==> config.mk <==
export PLATFORM = sky130hd
export DESIGN_NAME = game_state_decoder
export DESIGN_NICKNAME = d
export VERILOG_FILES = /design/src/rtl/game_state_decoder_pkg.sv /design/src/rtl/game_state_decoder_bcd_serial16.sv /design/src/rtl/game_state_decoder.sv
export SDC_FILE = /design/constraint.sdc
export NUM_CORES = 1
export LEC_CHECK = 0
export BUFFER_PORTS_ARGS = -buffer_cell sky130_fd_sc_hd__buf_2
export CAP_MARGIN = 20
export CORE_AREA = 4 4 168 154
export CTS_BUF_LIST = sky130_fd_sc_hd__clkbuf_16
export CTS_CLUSTER_SIZE = 30
export DETAILED_ROUTE_END_ITERATION = 8
export DIE_AREA = 0 0 172 158
export MAX_ROUTING_LAYER = met4
export PLACE_DENSITY = 0.65
export RECOVER_POWER = 50
export SLEW_MARGIN = 20
export SYNTH_ARGS = -nofsm -noshare
export SYNTH_HDL_FRONTEND = slang
export SYNTH_SLANG_ARGS = --single-unit
export TNS_END_PERCENT = 20
==> constraint.sdc <==
create_clock -name clk_100ms -period 3.05 [get_ports clk_100ms]
set_input_delay 0.305 -clock clk_100ms [delete_from_list [all_inputs] [get_ports clk_100ms]]
set_output_delay 0.305 -clock clk_100ms [all_outputs]
set_load 0.005 [all_outputs]
==> src/rtl/game_state_decoder_pkg.sv <==
// Shared encodings for the game state decoder: phase codes, packed field positions,
// screen constants and the BCD digit adjust helper.
package game_state_decoder_pkg;

    typedef enum logic [1:0] {
        PhIdle = 2'b00,
        PhPlay = 2'b01,
        PhOver = 2'b10
    } phase_e;

    typedef enum logic [1:0] {
        BcdIdle  = 2'b00,
        BcdLoad  = 2'b01,
        BcdShift = 2'b10
    } bcd_state_e;

    localparam logic [1:0] StatusPlaying = 2'b00;

    localparam int unsigned PipeGapMsb = 27;
    localparam int unsigned PipeGapLsb = 20;
    localparam int unsigned PipeXMsb   = 19;
    localparam int unsigned PipeXLsb   = 10;
    localparam int unsigned PipeYMsb   = 9;
    localparam int unsigned PipeYLsb   = 0;

    localparam int unsigned CoinVisBit = 31;
    localparam int unsigned CoinYMsb   = 19;
    localparam int unsigned CoinYLsb   = 10;
    localparam int unsigned CoinXMsb   = 9;
    localparam int unsigned CoinXLsb   = 0;

    localparam int unsigned BirdRiseBit = 15;
    localparam int unsigned BirdYMsb    = 9;

    localparam logic [9:0] ScreenW  = 10'd640;
    localparam logic [9:0] RespawnX = 10'd640;

    // Shift-add-3 pre-shift correction applied to all five BCD digits.
    function automatic logic [19:0] bcd_add3(input logic [19:0] d);
        logic [19:0] r;
        r = d;
        for (int i = 0; i < 5; i++) begin
            if (d[4*i +: 4] >= 4'd5) begin
                r[4*i +: 4] = d[4*i +: 4] + 4'd3;
            end
        end
        return r;
    endfunction

endpackage

==> src/rtl/game_state_decoder_bcd_serial16.sv <==
// Serial 16-bit binary to 5-digit BCD converter (shift-add-3, one bit per tick).
module bcd_serial16
    import game_state_decoder_pkg::*;
(
    input  logic        clk_100ms,
    input  logic        rst,
    input  logic [15:0] value,
    output logic [19:0] bcd,
    output logic        busy
);

    bcd_state_e  state_q, state_d;
    logic [15:0] last_q, last_d;
    logic [35:0] sr_q, sr_d;
    logic [3:0]  cnt_q, cnt_d;
    logic [19:0] bcd_q, bcd_d;
    logic [35:0] shifted;

    always_comb begin
        state_d = state_q;
        last_d  = last_q;
        sr_d    = sr_q;
        cnt_d   = cnt_q;
        bcd_d   = bcd_q;
        shifted = {bcd_add3(sr_q[35:16]), sr_q[15:0]} << 1;
        unique case (state_q)
            BcdIdle: begin
                // last_q tracks the value being or last converted, so a change mid-run
                // is picked up once the converter returns here.
                if (value != last_q) begin
                    last_d  = value;
                    state_d = BcdLoad;
                end
            end
            BcdLoad: begin
                sr_d    = {20'd0, last_q};
                cnt_d   = 4'd0;
                state_d = BcdShift;
            end
            BcdShift: begin
                sr_d  = shifted;
                cnt_d = cnt_q + 4'd1;
                if (cnt_q == 4'd15) begin
                    bcd_d   = shifted[35:16];
                    state_d = BcdIdle;
                end
            end
            default: state_d = BcdIdle;
        endcase
    end

    always_ff @(posedge clk_100ms or negedge rst) begin
        if (!rst) begin
            state_q <= BcdIdle;
            last_q  <= '0;
            sr_q    <= '0;
            cnt_q   <= '0;
            bcd_q   <= '0;
        end else begin
            state_q <= state_d;
            last_q  <= last_d;
            sr_q    <= sr_d;
            cnt_q   <= cnt_d;
            bcd_q   <= bcd_d;
        end
    end

    assign bcd  = bcd_q;
    assign busy = (state_q != BcdIdle);

endmodule

==> src/rtl/game_state_decoder.sv <==
// Unpacks game controller words one tick late, derives per-tick event pulses,
// tracks the game phase and best score, and feeds the score to a BCD converter.
module game_state_decoder
    import game_state_decoder_pkg::*;
(
    input  logic        clk_100ms,
    input  logic        rst,
    input  logic [1:0]  status,
    input  logic [15:0] score,
    input  logic [15:0] bird_y,
    input  logic [31:0] pipe1,
    input  logic [31:0] pipe2,
    input  logic [31:0] pipe3,
    input  logic [31:0] coin,
    input  logic        clr_best,
    output logic [9:0]  bird_h,
    output logic        bird_rising,
    output logic [29:0] pipe_x,
    output logic [29:0] pipe_y,
    output logic [23:0] pipe_gap,
    output logic [9:0]  coin_x,
    output logic [9:0]  coin_y,
    output logic        coin_vis,
    output logic [2:0]  respawn,
    output logic        coin_taken,
    output logic        flap,
    output logic        score_inc,
    output logic        game_over,
    output logic [1:0]  phase,
    output logic [15:0] best_score,
    output logic [19:0] score_bcd,
    output logic        bcd_busy
);

    logic [2:0][31:0] pipe_w;
    logic [2:0][9:0]  px_new, py_new;
    logic [2:0][7:0]  pg_new;

    logic [9:0]       bird_h_q;
    logic             bird_rising_q;
    logic [2:0][9:0]  pipe_x_q, pipe_y_q;
    logic [2:0][7:0]  pipe_gap_q;
    logic [9:0]       coin_x_q, coin_y_q;
    logic             coin_vis_q;
    logic [15:0]      score_q;
    logic             primed_q;
    logic             still_q, still_d;
    phase_e           phase_q, phase_d;

    logic [2:0]       respawn_q, respawn_d;
    logic             coin_taken_q, coin_taken_d;
    logic             flap_q, flap_d;
    logic             score_inc_q, score_inc_d;
    logic             game_over_q, game_over_d;
    logic             frozen, load_best;
    logic [15:0]      best_q = '0;

    logic             unused_bits;
    assign unused_bits = ^{pipe1[31:28], pipe2[31:28], pipe3[31:28], coin[30:20], bird_y[14:10]};

    assign pipe_w = {pipe3, pipe2, pipe1};

    always_comb begin
        px_new = '0;
        py_new = '0;
        pg_new = '0;
        for (int i = 0; i < 3; i++) begin
            px_new[i] = pipe_w[i][PipeXMsb:PipeXLsb];
            py_new[i] = pipe_w[i][PipeYMsb:PipeYLsb];
            pg_new[i] = pipe_w[i][PipeGapMsb:PipeGapLsb];
        end
    end

    // Events compare this tick's inputs with the registered copies; primed_q masks
    // the first tick after reset, when those copies are still being loaded.
    always_comb begin
        respawn_d = '0;
        for (int i = 0; i < 3; i++) begin
            respawn_d[i] = primed_q && (px_new[i] > pipe_x_q[i]);
        end
        coin_taken_d = primed_q && coin_vis_q && !coin[CoinVisBit];
        flap_d       = primed_q && !bird_rising_q && bird_y[BirdRiseBit];
        score_inc_d  = primed_q && (score > score_q);
        frozen       = primed_q && (px_new == pipe_x_q);
    end

    always_comb begin
        phase_d     = phase_q;
        still_d     = 1'b0;
        game_over_d = 1'b0;
        load_best   = 1'b0;
        unique case (phase_q)
            PhIdle: begin
                if (status == StatusPlaying) phase_d = PhPlay;
            end
            PhPlay: begin
                if (status != StatusPlaying) begin
                    phase_d = PhIdle;
                end else if (frozen) begin
                    if (still_q) begin
                        phase_d     = PhOver;
                        game_over_d = 1'b1;
                        load_best   = 1'b1;
                    end else begin
                        still_d = 1'b1;
                    end
                end
            end
            PhOver: begin
                if (status != StatusPlaying) phase_d = PhIdle;
            end
            default: phase_d = PhIdle;
        endcase
    end

    always_ff @(posedge clk_100ms or negedge rst) begin
        if (!rst) begin
            bird_h_q      <= '0;
            bird_rising_q <= 1'b0;
            pipe_x_q      <= '0;
            pipe_y_q      <= '0;
            pipe_gap_q    <= '0;
            coin_x_q      <= '0;
            coin_y_q      <= '0;
            coin_vis_q    <= 1'b0;
            score_q       <= '0;
            primed_q      <= 1'b0;
            still_q       <= 1'b0;
            phase_q       <= PhIdle;
            respawn_q     <= '0;
            coin_taken_q  <= 1'b0;
            flap_q        <= 1'b0;
            score_inc_q   <= 1'b0;
            game_over_q   <= 1'b0;
        end else begin
            bird_h_q      <= bird_y[BirdYMsb:0];
            bird_rising_q <= bird_y[BirdRiseBit];
            pipe_x_q      <= px_new;
            pipe_y_q      <= py_new;
            pipe_gap_q    <= pg_new;
            coin_x_q      <= coin[CoinXMsb:CoinXLsb];
            coin_y_q      <= coin[CoinYMsb:CoinYLsb];
            coin_vis_q    <= coin[CoinVisBit];
            score_q       <= score;
            primed_q      <= 1'b1;
            still_q       <= still_d;
            phase_q       <= phase_d;
            respawn_q     <= respawn_d;
            coin_taken_q  <= coin_taken_d;
            flap_q        <= flap_d;
            score_inc_q   <= score_inc_d;
            game_over_q   <= game_over_d;
        end
    end

    // Best score survives rst; only clr_best clears it, and it wins over a game-over load.
    always_ff @(posedge clk_100ms) begin
        if (clr_best) begin
            best_q <= '0;
        end else if (load_best && (score > best_q)) begin
            best_q <= score;
        end
    end

    bcd_serial16 u_bcd (
        .clk_100ms (clk_100ms),
        .rst       (rst),
        .value     (score_q),
        .bcd       (score_bcd),
        .busy      (bcd_busy)
    );

    assign bird_h      = bird_h_q;
    assign bird_rising = bird_rising_q;
    assign pipe_x      = pipe_x_q;
    assign pipe_y      = pipe_y_q;
    assign pipe_gap    = pipe_gap_q;
    assign coin_x      = coin_x_q;
    assign coin_y      = coin_y_q;
    assign coin_vis    = coin_vis_q;
    assign respawn     = respawn_q;
    assign coin_taken  = coin_taken_q;
    assign flap        = flap_q;
    assign score_inc   = score_inc_q;
    assign game_over   = game_over_q;
    assign phase       = phase_q;
    assign best_score  = best_q;

endmodule

Yosys cells after proc, flatten, opt, wreduce, memory -nomap -nowiden --
Cells that the tools add are included.
Storage, ports and cells: register bits after elaboration 237, bits of input ports 165, word-level logic and storage cells 104
Operators by class: add/subtract/negate cells 6, $lt $le $gt $ge 10, equal/unequal tests 13, multiplexer cells 24, reduce and logical (&&, ||, !) cells 22
Operators by type and width (number):
- 36-bit case mux with 2 select lines | 1
- 16-bit greater-than comparator | 2
- 30-bit == test | 1
- 10-bit greater-than comparator | 3
- 4-bit by 3-bit >= comparator with 1-bit output (second input constant) | 5
- 4-bit by 2-bit adder with 4-bit output (second input constant) | 4
- 4-bit two-way mux | 4
- 16-bit != test | 1
- 2-bit two-way mux | 7
- 2-bit case mux with 3 select lines | 2
- 1-bit logical AND | 10
- 1-bit two-way mux | 8
- 4-bit case mux with 2 select lines | 1
- 2-bit zero test | 3
- 3-bit != test (second input constant) | 2
- 2-bit AND reduction | 3
- 2-bit nonzero test | 3
- 4-bit by 1-bit adder with 4-bit output (second input constant) | 1
- 2-bit by 1-bit == test with 1-bit output (second input constant) | 2
- 2-bit == test (second input constant) | 2
- 4-bit == test (second input constant) | 1
- 2-bit by 1-bit != test with 1-bit output (second input constant) | 2
- 2-bit != test (second input constant) | 2
- 4-bit AND reduction | 1
- other kinds (3) | 4

Depth between registers and ports, before layout --
Gate-level depths: netlist of the first run.
word-level depth 6, mapped depth 10, mapped depth without buffers 8

Modules after synthesis --
Synthesis of the first run repeated with hierarchy kept, for this count alone.
Second synthesis, totals: cells, all modules 772, area total of the unflattened synthesis 9529.1 um^2
By module, submodules not included:
- game_state_decoder | instances 1, cells each 426, area each 5845.6 um^2, sequential area each 3898.7 um^2
- bcd_serial16 | instances 1, cells each 346, area each 3683.5 um^2, sequential area each 1951.9 um^2

Worst setup path after synthesis of the first run --
No wires, ideal clock.
kind reg2reg, start point register best_q[14], in the netlist best_score[14], end point register best_q[10], in the netlist best_score[10], setup time 0.128 ns, data arrival time 2.002 ns, required time 2.922 ns, slack 0.921 ns, stages on the path, launching flop included 11, buffers on the path 2, clock period less this slack 2.129 ns, cell sequence dfxtp_1 -> inv_1 -> ha_1 -> a21oi_1 -> nand2_1 -> a221o_1 -> o311a_1 -> buf_6 -> buf_12 -> mux2i_1 -> nor2_1
Between the ends: word-level cells in the longest chain between the ends 2
Ends and longest elaborated chain:
- start, declared | line game_state_decoder.sv:56 | logic [15:0] best_q = '0;
- start signal, assigned | line game_state_decoder.sv:161 | best_q <= score;
- 16-bit greater-than comparator | line game_state_decoder.sv:160 | end else if (load_best && (score > best_q)) begin
- 1-bit logical AND | line game_state_decoder.sv:160
Every way passes these cells. A chain may end at the register's enable or synchronous reset.

Worst setup path after layout of the first run --
start point input port pipe1[18], end point register best_q[14], in the netlist best_score[14]
Between the ends: word-level cells in the longest chain between the ends 6
Ends and longest elaborated chain:
- start, declared | line game_state_decoder.sv:11 | input logic [31:0] pipe1,
- 30-bit == test | line game_state_decoder.sv:84 | frozen = primed_q && (px_new == pipe_x_q);
- 1-bit logical AND | line game_state_decoder.sv:84
- 1-bit two-way mux | line game_state_decoder.sv:99 | end else if (frozen) begin
- 1-bit two-way mux | line game_state_decoder.sv:97 | if (status != StatusPlaying) begin
- 1-bit two-way mux | line game_state_decoder.sv:92 | unique case (phase_q)
- 1-bit logical AND | line game_state_decoder.sv:160
Every way passes these cells.

==> metrics.txt, run 1 <==
# TYPE chip_impl_metric gauge
chip_impl_metric{name="finalCriticalPeriod",unit="ps"} 2541
chip_impl_metric{name="worstRegToRegCells",unit=""} 9
chip_impl_metric{name="timing.final.max_slew_violations",unit=""} 0
chip_impl_metric{name="grt_pass1_vias",unit=""} 7583
chip_impl_metric{name="timing.slew.headroom",unit="%"} 1.160
chip_impl_metric{name="power.ir.vdd_worst",unit="mV"} 0.4576
chip_impl_metric{name="post_synth.cell_area_avg",unit="µm²"} 11.77
chip_impl_metric{name="synth_fa_ha_area_share",unit="%"} 9.988
chip_impl_metric{name="asr_flop_ratio_synth",unit="%"} 93.25
chip_impl_metric{name="hold_path_depth",unit=""} 3
chip_impl_info{name="synth_top_cells_by_count",value="dfrtp_1 (221), inv_1 (90), ha_1 (76), o21ai_0 (65), nand2_1 (52)"} 1
chip_impl_metric{name="tns",unit="ps"} 0
chip_impl_metric{name="utilization",unit="%"} 56.11
chip_impl_metric{name="power_density",unit="nW/µm²"} 631.5
chip_impl_info{name="setup_repair_after_global_routing_missed_its_margin",value="no"} 1
chip_impl_info{name="grt_most_used_layer",value="met2"} 1
chip_impl_metric{name="path_depth",unit=""} 10
chip_impl_metric{name="floorplan.initialDensity",unit="%"} 39.58
chip_impl_metric{name="count_of_routing_violations_after_the_opening_detailed_route_iteration",unit=""} 273
chip_impl_metric{name="worst_ep_arrival_time",unit="ps"} 2930
chip_impl_metric{name="synth_mux_area_share",unit="%"} 4.324
chip_impl_info{name="root_buffer",value="clkbuf_16"} 1
chip_impl_metric{name="power_leakage",unit="nW"} 6.538
chip_impl_metric{name="final_hold_viol_count",unit=""} 0
chip_impl_metric{name="grt.met1_usage",unit="%"} 21.83
chip_impl_metric{name="dp_hpwl",unit="mm"} 16.83
chip_impl_metric{name="die_area",unit="µm²"} 27180
chip_impl_metric{name="netlist.area_leader.share",unit="%"} 58.09
chip_impl_metric{name="worstPathBufferInverterCount",unit=""} 3
chip_impl_metric{name="groute.layer.met3.usage",unit="%"} 3.845
chip_impl_info{name="status",value="finished, final reports clean"} 1
chip_impl_info{name="synth_top_family_by_area",value="adder cells"} 1
chip_impl_info{name="timing.rr.start",value="pipe_x[9]$_DFF_PN0_"} 1
chip_impl_metric{name="antenna_found_initial",unit=""} 3
chip_impl_metric{name="height_of_the_chip",unit="µm"} 158
chip_impl_metric{name="critical-path-max-stage-delay",unit="ps"} 560
chip_impl_metric{name="grtUsageTotal",unit="%"} 18.19
chip_impl_metric{name="setup_viol",unit=""} 0
chip_impl_metric{name="drc",unit=""} 0
chip_impl_info{name="cp_top_family",value="buffers and inverters"} 1
chip_impl_metric{name="grt-ovfl-total",unit=""} 0
chip_impl_metric{name="reg2reg_setup_slack",unit="ps"} 610
chip_impl_info{name="worst_hold_startpoint",value="status[0]"} 1
chip_impl_metric{name="clk_transition_reported_paths",unit="ps"} 60
chip_impl_metric{name="fillerInstances",unit=""} 2029
chip_impl_metric{name="grt_pass1_wl",unit="mm"} 38.56
chip_impl_metric{name="io_pins",unit=""} 327
chip_impl_metric{name="max_freq",unit="MHz"} 393.6
chip_impl_metric{name="globalRouteMet2Util",unit="%"} 31.26
chip_impl_metric{name="maxCapViolations",unit=""} 0
chip_impl_metric{name="synth-simple-area-share",unit="%"} 8.621
chip_impl_metric{name="max-clock-path-buffers",unit=""} 3
chip_impl_metric{name="drt-total-wl",unit="mm"} 24.77
chip_impl_metric{name="synth.distinct_cells",unit=""} 44
chip_impl_metric{name="routed_wire_length_per_instance",unit="µm"} 15.62
chip_impl_metric{name="synth-compound-area-share",unit="%"} 8.963
chip_impl_metric{name="netlist_area",unit="µm²"} 9520
chip_impl_metric{name="yosys_register_bits",unit=""} 237
chip_impl_metric{name="post_drt_via_cell_ratio",unit=""} 4.678
chip_impl_info{name="worst_setup_path_start_kind",value="input pin"} 1
chip_impl_metric{name="clkLatencyLatePin",unit="ps"} 520
chip_impl_info{name="synth_most_common_cell",value="dfrtp_1"} 1
chip_impl_info{name="crit_type",value="input pin to register"} 1
chip_impl_metric{name="numPortBuffers",unit=""} 298
chip_impl_metric{name="core.rowCount",unit=""} 54
chip_impl_metric{name="coreArea",unit="µm²"} 24050
chip_impl_metric{name="ctsResizeCount",unit=""} 0
chip_impl_info{name="tritoncts",value="built"} 1
chip_impl_metric{name="gp_routability_congestion",unit=""} 0.8429
chip_impl_metric{name="synth_xor_xnor_area_share",unit="%"} 1.932
chip_impl_metric{name="route.antenna.remaining_nets",unit=""} 0
chip_impl_metric{name="layout-drive-gt1-share",unit="%"} 24.08
chip_impl_metric{name="synth-edff-count",unit=""} 0
chip_impl_metric{name="synthesis.nets",unit=""} 1050
chip_impl_info{name="crit_chain",value="dlygate4sd3_1 > clkbuf_1 > ha_1 > nand4_1 > nor3_1 > and4_1 > o311a_1 > buf_4 > mux2i_1 > nor2_1"} 1
chip_impl_info{name="worst_setup_path_end_kind",value="register"} 1
chip_impl_metric{name="drt-pass1-iter-count",unit=""} 5
chip_impl_info{name="worstHoldPathType",value="input pin to register"} 1
chip_impl_metric{name="cp_max_fo",unit=""} 16
chip_impl_metric{name="post-route-period-util",unit="%"} 83.30
chip_impl_metric{name="maximum_number_of_pins_on_one_net_before_global_route_repair",unit=""} 93
chip_impl_metric{name="clock_skew",unit="ps"} 7.274
chip_impl_metric{name="cp_required",unit="ps"} 3440
chip_impl_info{name="reg2reg_to",value="best_score[14]$_SDFFE_PP0P_"} 1
chip_impl_metric{name="synth_cells",unit=""} 809
chip_impl_metric{name="seq_area_frac_synth",unit="%"} 61.45
chip_impl_metric{name="post_cts_buffers",unit=""} 0
chip_impl_info{name="min_delay_worst_endpoint",value="phase[1]$_DFFE_PN0P_"} 1
chip_impl_metric{name="h-tree-depth",unit=""} 1
chip_impl_metric{name="yosysWarnings",unit=""} 0
chip_impl_metric{name="final_net_count",unit=""} 1496
chip_impl_metric{name="cts_buffers",unit=""} 26
chip_impl_metric{name="worst_slew_pin_slew",unit="ps"} 1483
chip_impl_info{name="timing.critical_path.slowest_stage_cell",value="dlygate4sd3_1"} 1
chip_impl_metric{name="area_growth_syn_to_layout",unit="%"} 41.75
chip_impl_info{name="synth_area_leader_cell",value="dfrtp_1"} 1
chip_impl_info{name="synth.area.top_cells",value="dfrtp_1 (58%), ha_1 (10%), inv_1 (3.5%)"} 1
chip_impl_metric{name="cts.sinks",unit=""} 237
chip_impl_metric{name="num_vias",unit=""} 7419
chip_impl_info{name="synth_ff_type",value="dfrtp_1"} 1
chip_impl_metric{name="cts_hold_buffers",unit=""} 133
chip_impl_metric{name="fp.dieW",unit="µm"} 172
==> layout by cell type (no fill, tap or decap), types with 2 or more instances in the layout <==
cell type	n
clkbuf_16	27
a21o_1	10
nand2b_1	8
mux2i_1	31
clkinv_4	2
dfrtp_1	221
buf_2	247
nor3_1	13
clkbuf_1	51
o21ai_0	65
and3_1	7
bufinv_16	3
nor2b_1	10
nor4_1	5
nor2_1	42
nand3_1	8
clkbuf_2	2
and4_1	3
o21a_1	5
o211ai_1	2
xor2_1	16
and2_1	2
ha_1	75
xnor2_1	5
diode_2	3
nand2_1	52
inv_1	96
nand4_1	15
o22ai_1	14
dlygate4sd3_1	133
buf_4	6
dfxtp_1	16
a21oi_1	48
clkinv_2	5
mux2_2	9
clkinv_1	3
==> metrics by stage <==
step / cells / total power, mW / hold WS (ps) / worst slack [ps] / area (µm²)
after global routing: 1586 / 9.056 / 85.18 / 325.9 / 13500
after floorplan: 809 / 4.768 / 9.409 / 920.7 / 9520
final: 1586 / 8.523 / 85.14 / 509.3 / 13500
after global placement: 1402 / 5.319 / 387.7 / 627.1 / 11410
after detailed placement: 1402 / 5.361 / 382.3 / 584.8 / 11410
after CTS: 1583 / 8.653 / 60.19 / 589.4 / 13600
==> sequential cells by signal (all words and copies together) (netlist names), 16 cells and up <==
| register | cells |
|---|---|
| pipe_y | 30 |
| pipe_x | 30 |
| u_bcd.last_q | 16 |
| best_score | 16 |
| u_bcd.bcd | 20 |
| u_bcd.sr_q | 36 |
| pipe_gap | 24 |
| score_q | 16 |
==> layout make-up <==
type	count	area, µm²	share of cell area, %
multi-input combinational	460	3227	23.91
inverter	90	337.8	2.503
tap	308	385.4	2.856
sequential	237	5851	43.35
clock inverter	21	182.7	1.354
antenna	3	7.507	0.05563
timing repair buffer	440	2829	20.96
clock buffer	27	675.6	5.007
==> power by group <==
part / switching (mW) / internal [mW]
combinational: 0.949 / 0.730
clock: 1.25 / 1.86
sequential: 0.231 / 3.51
==> tightest hold or removal path: stages <==
cell	delay, ps
buf_2	90
or4b_2	100
o21ai_0	60
==> how the worst max path moves through the flow <==
stage	startpoint	end
finish	pipe1[18]	best_score[14]$_SDFFE_PP0P_
global route	rst	score_q[7]$_DFF_PN0_
CTS	score[14]	best_score[7]$_SDFFE_PP0P_
detailed placement	score[14]	best_score[7]$_SDFFE_PP0P_
global placement	pipe1[18]	best_score[10]$_SDFFE_PP0P_
floorplan	best_score[14]$_SDFFE_PP0P_	best_score[10]$_SDFFE_PP0P_
==> metal layers <==
metal,routed length [µm],part of all wire [%]
met4,582,2.3
met3,1541,6.2
met2,12240,49
met1,10410,42
met5,0,0
==> cell families after synthesis <==
logic type      after synthesis
flops                       237
simple gates                170
compound gates              152
buf+inv                     112
fa+ha+maj                    76
mux                          40
xor+xnor                     21
other cells                   1
Note: power is estimated with default switching activity, not from simulation.
==> run 2, diff against run 1 <==
- ABC_AREA: not set -> 1
- CORE_AREA: 4 4 168 154 -> 4 4 170 156
- DIE_AREA: 0 0 172 158 -> 0 0 174 160
- clock period: 3.05 -> 2.4 ns (I/O delays scaled with it)
==> metrics.txt, run 2 <==
# TYPE chip_impl_metric gauge
chip_impl_metric{name="largest_register_ff_count",unit=""} 36
chip_impl_metric{name="max_freq",unit="MHz"} 483.0
chip_impl_info{name="synth_top_family_by_area",value="simple AND/OR/NAND/NOR gates"} 1
chip_impl_metric{name="grt_pass1_wl",unit="mm"} 43.68
chip_impl_info{name="synth.area.top_cells",value="dfrtp_1 (57%), ha_1 (9.7%), nand2_1 (6.3%)"} 1
chip_impl_metric{name="route.antenna.remaining_nets",unit=""} 0
chip_impl_metric{name="gp_routability_congestion",unit=""} 0.8093
chip_impl_metric{name="netlist.area_leader.share",unit="%"} 56.51
chip_impl_metric{name="tns",unit="ps"} 0
chip_impl_info{name="worst_setup_path_end_kind",value="register"} 1
chip_impl_info{name="worst_hold_startpoint",value="clr_best"} 1
chip_impl_metric{name="cts.sinks",unit=""} 237
chip_impl_metric{name="globalRouteMet2Util",unit="%"} 33.18
chip_impl_metric{name="seq_area_frac_synth",unit="%"} 59.79
chip_impl_metric{name="drt-pass1-iter-count",unit=""} 6
chip_impl_metric{name="final_net_count",unit=""} 1637
chip_impl_metric{name="height_of_the_chip",unit="µm"} 160
chip_impl_metric{name="drt-total-wl",unit="mm"} 26.21
chip_impl_metric{name="synth-compound-area-share",unit="%"} 8.158
chip_impl_metric{name="numPortBuffers",unit=""} 298
chip_impl_metric{name="cp_max_fo",unit=""} 4
chip_impl_metric{name="dpl_worst_slack",unit="ps"} 451.0
chip_impl_info{name="tritoncts",value="built"} 1
chip_impl_metric{name="die_area",unit="µm²"} 27840
chip_impl_metric{name="worst_slew_pin_slew",unit="ps"} 1801
chip_impl_info{name="worstHoldPathType",value="input pin to register"} 1
chip_impl_metric{name="place_inst",unit=""} 1545
chip_impl_metric{name="groute.layer.met3.usage",unit="%"} 4.118
chip_impl_metric{name="path_depth",unit=""} 9
chip_impl_metric{name="max-clock-path-buffers",unit=""} 3
chip_impl_info{name="synth_top_cells_by_count",value="dfrtp_1 (221), nand2_1 (163), inv_1 (130), ha_1 (76), nand3_1 (61)"} 1
chip_impl_metric{name="synth_xor_xnor_area_share",unit="%"} 1.701
chip_impl_metric{name="synth_fa_ha_area_share",unit="%"} 9.717
chip_impl_metric{name="synthesis.nets",unit=""} 1184
chip_impl_metric{name="maxCapViolations",unit=""} 1
chip_impl_metric{name="clkLatencyLatePin",unit="ps"} 520
chip_impl_metric{name="grt_pass1_vias",unit=""} 8563
chip_impl_metric{name="timing.final.max_slew_violations",unit=""} 79
chip_impl_metric{name="coreArea",unit="µm²"} 24770
chip_impl_metric{name="power.ir.vdd_worst",unit="mV"} 0.4886
chip_impl_info{name="reg2reg_to",value="phase[1]$_DFFE_PN0P_"} 1
chip_impl_info{name="synth_ff_type",value="dfrtp_1"} 1
chip_impl_metric{name="asr_flop_ratio_synth",unit="%"} 93.25
chip_impl_metric{name="cts_buffers",unit=""} 26
chip_impl_metric{name="power_density",unit="nW/µm²"} 808.3
chip_impl_metric{name="post-route-period-util",unit="%"} 86.26
chip_impl_metric{name="post_drt_via_cell_ratio",unit=""} 4.666
chip_impl_info{name="violations_in_the_final_reports",value="capacitance limit, slew limit"} 1
chip_impl_metric{name="setup_viol",unit=""} 0
chip_impl_metric{name="antenna_found_initial",unit=""} 0
chip_impl_metric{name="post_synth.cell_area_avg",unit="µm²"} 10.38
chip_impl_metric{name="synth-edff-count",unit=""} 0
chip_impl_info{name="status",value="finished with violations"} 1
chip_impl_metric{name="grt-ovfl-total",unit=""} 0
chip_impl_info{name="root_buffer",value="clkbuf_16"} 1
chip_impl_metric{name="grt.met1_usage",unit="%"} 23.83
chip_impl_metric{name="area_growth_syn_to_layout",unit="%"} 41.34
chip_impl_metric{name="critical-path-max-stage-delay",unit="ps"} 600
chip_impl_metric{name="synth_mux_area_share",unit="%"} 0
chip_impl_info{name="layout.cells.most_common_list",value="buf_2 (249), dfrtp_1 (221), nand2_1 (163)"} 1
chip_impl_metric{name="io_pins",unit=""} 327
chip_impl_metric{name="ctsResizeCount",unit=""} 0
chip_impl_metric{name="num_vias",unit=""} 8063
chip_impl_info{name="grt_most_used_layer",value="met2"} 1
chip_impl_metric{name="netlist_area",unit="µm²"} 9786
chip_impl_metric{name="maximum_number_of_pins_on_one_net_before_global_route_repair",unit=""} 80
chip_impl_info{name="crit_end",value="phase[1]$_DFFE_PN0P_"} 1
chip_impl_info{name="most_common_cell_after_layout_fill_and_taps_aside",value="buf_2"} 1
chip_impl_metric{name="core.rowCount",unit=""} 55
chip_impl_metric{name="routed_wire_length_per_instance",unit="µm"} 15.17
chip_impl_metric{name="dp_hpwl",unit="mm"} 17.89
chip_impl_metric{name="num_antenna_cells",unit=""} 0
chip_impl_metric{name="reg2reg_setup_slack",unit="ps"} 330
chip_impl_info{name="setup_repair_after_global_routing_missed_its_margin",value="no"} 1
chip_impl_metric{name="synth-simple-area-share",unit="%"} 14.10
chip_impl_metric{name="multi_input_comb_area",unit="µm²"} 3299
chip_impl_metric{name="count_of_routing_violations_after_the_opening_detailed_route_iteration",unit=""} 349
chip_impl_metric{name="timing.slew.headroom",unit="%"} -20.09
chip_impl_metric{name="final_hold_viol_count",unit=""} 0
chip_impl_metric{name="drc",unit=""} 0
chip_impl_metric{name="synth_cells",unit=""} 943
chip_impl_metric{name="grtUsageTotal",unit="%"} 19.45
chip_impl_metric{name="hold_path_depth",unit=""} 4
chip_impl_info{name="max_flop_register",value="u_bcd.sr_q"} 1
chip_impl_metric{name="cp_required",unit="ps"} 2850
chip_impl_metric{name="finalCriticalPeriod",unit="ps"} 2070
chip_impl_metric{name="final_instance_count_without_filler_cells",unit=""} 1728
chip_impl_info{name="timing.rr.start",value="pipe_x[5]$_DFF_PN0_"} 1
chip_impl_metric{name="sequential_cell_area",unit="µm²"} 5851
chip_impl_metric{name="clk_transition_reported_paths",unit="ps"} 60
chip_impl_metric{name="worstRegToRegCells",unit=""} 9
chip_impl_info{name="synth_most_common_cell",value="dfrtp_1"} 1
chip_impl_info{name="worst_setup_path_startpoint",value="pipe_x[5]$_DFF_PN0_"} 1
chip_impl_metric{name="worst_ep_arrival_time",unit="ps"} 2520
chip_impl_metric{name="floorplan.initialDensity",unit="%"} 39.50
chip_impl_metric{name="h-tree-depth",unit=""} 1
chip_impl_metric{name="fillerInstances",unit=""} 2129
chip_impl_metric{name="power_leakage",unit="nW"} 6.904
chip_impl_metric{name="layout-drive-gt1-share",unit="%"} 22.76
chip_impl_info{name="timing.critical_path.slowest_stage_cell",value="dlygate4sd3_1"} 1
chip_impl_info{name="cp_top_family",value="buffers and inverters"} 1
chip_impl_metric{name="synth.distinct_cells",unit=""} 42
chip_impl_info{name="worst_setup_path_start_kind",value="register"} 1
chip_impl_metric{name="worstPathBufferInverterCount",unit=""} 2
chip_impl_metric{name="fp.dieW",unit="µm"} 174
chip_impl_metric{name="clock_skew",unit="ps"} 7.976
chip_impl_info{name="crit_chain",value="inv_1 > ha_1 > nand2_1 > nor2_1 > nand3_2 > nor2_4 > nand3_4 > o41ai_1 > dlygate4sd3_1"} 1
chip_impl_info{name="synth_area_leader_cell",value="dfrtp_1"} 1
chip_impl_metric{name="yosysWarnings",unit=""} 0
chip_impl_metric{name="yosys_register_bits",unit=""} 237
chip_impl_info{name="crit_type",value="register to register"} 1
chip_impl_metric{name="fin_ws",unit="ps"} 329.8
run 2: cell types whose count changed after synthesis, sizes merged, moves of 9 or more:
cell,delta
nor2b,-10
a21o,-9
mux2i,-31
nor3,-9
nand2,+112
nor2,+14
inv,+42
xnor2,+9
mux2,-9
nand3,+57
xor2,-11
run 2: cell type report:
type	instances	share of cell area [%]
clock buffers	27	4.885
clock inverters	20	1.366
inverters	134	3.637
multi-input cells	547	23.86
flip-flops and latches	237	42.30
well taps	313	2.832
repair buffers	450	21.12
run 2: how the worst min path moves through the flow:
stage	slack, ps	endpoint
global placement	270	bird_h[7]$_DFF_PN0_
detailed placement	270	coin_y[1]$_DFF_PN0_
CTS	210	best_score[14]$_SDFFE_PP0P_
finish	240	best_score[14]$_SDFFE_PP0P_
floorplan	-60	bird_h[0]$_DFF_PN0_
global route	260	best_score[11]$_SDFFE_PP0P_
run 2: cells by family after synthesis:
group | after synthesis
AND/OR/NAND/NOR | 306
flip-flops | 237
buffers and inverters | 159
AO/OA/AOI/OAI | 145
adder cells (fa/ha/maj) | 76
XOR/XNOR | 19
other | 1
run 2: per-stage QoR:
step | hold WS (ps) | util, % | instance area (µm²) | power [mW]
after floorplan | -55.59 | - | 9786 | 6.194
after global placement | 267.0 | 47.14 | 11680 | 6.992
after detailed placement | 274.2 | 47.14 | 11680 | 7.068
after CTS | 215.0 | 56.13 | 13900 | 11.32
after global routing | 259.7 | 55.83 | 13830 | 11.89
final | 238.8 | 55.83 | 13830 | 11.18
run 2: what timing repair did:
action                                 4_1_cts  5_1_grt
buffers inserted                             0        0
endpoints found under the hold margin      209        0
hold buffers                               136        0
run 2: worst register-to-register path, stage by stage, from the launching register on:
cell and delay, ps:
dfrtp_1 340, inv_1 60, ha_1 300, nand2_1 100
nor2_1 120, nand3_2 120, nor2_4 150, nand3_4 130
o41ai_1 80, dlygate4sd3_1 600
run 2: routing by layer:
layer  wire length (µm)  share of wire (%)  vias up
met3               1496                5.7       51
met4                675                2.6        0
li1                   -                  -     3993
met2              12860                 49      227
met1              11180                 43     3792
met5                  0                  0        -
run 2: power breakdown:
part | internal (mW) | total, mW | switching, mW
registers | 4.49 | 4.80 | 0.313
logic | 0.967 | 2.35 | 1.38
clock network | 2.45 | 4.03 | 1.58
total | 7.90 | 11.2 | 3.28
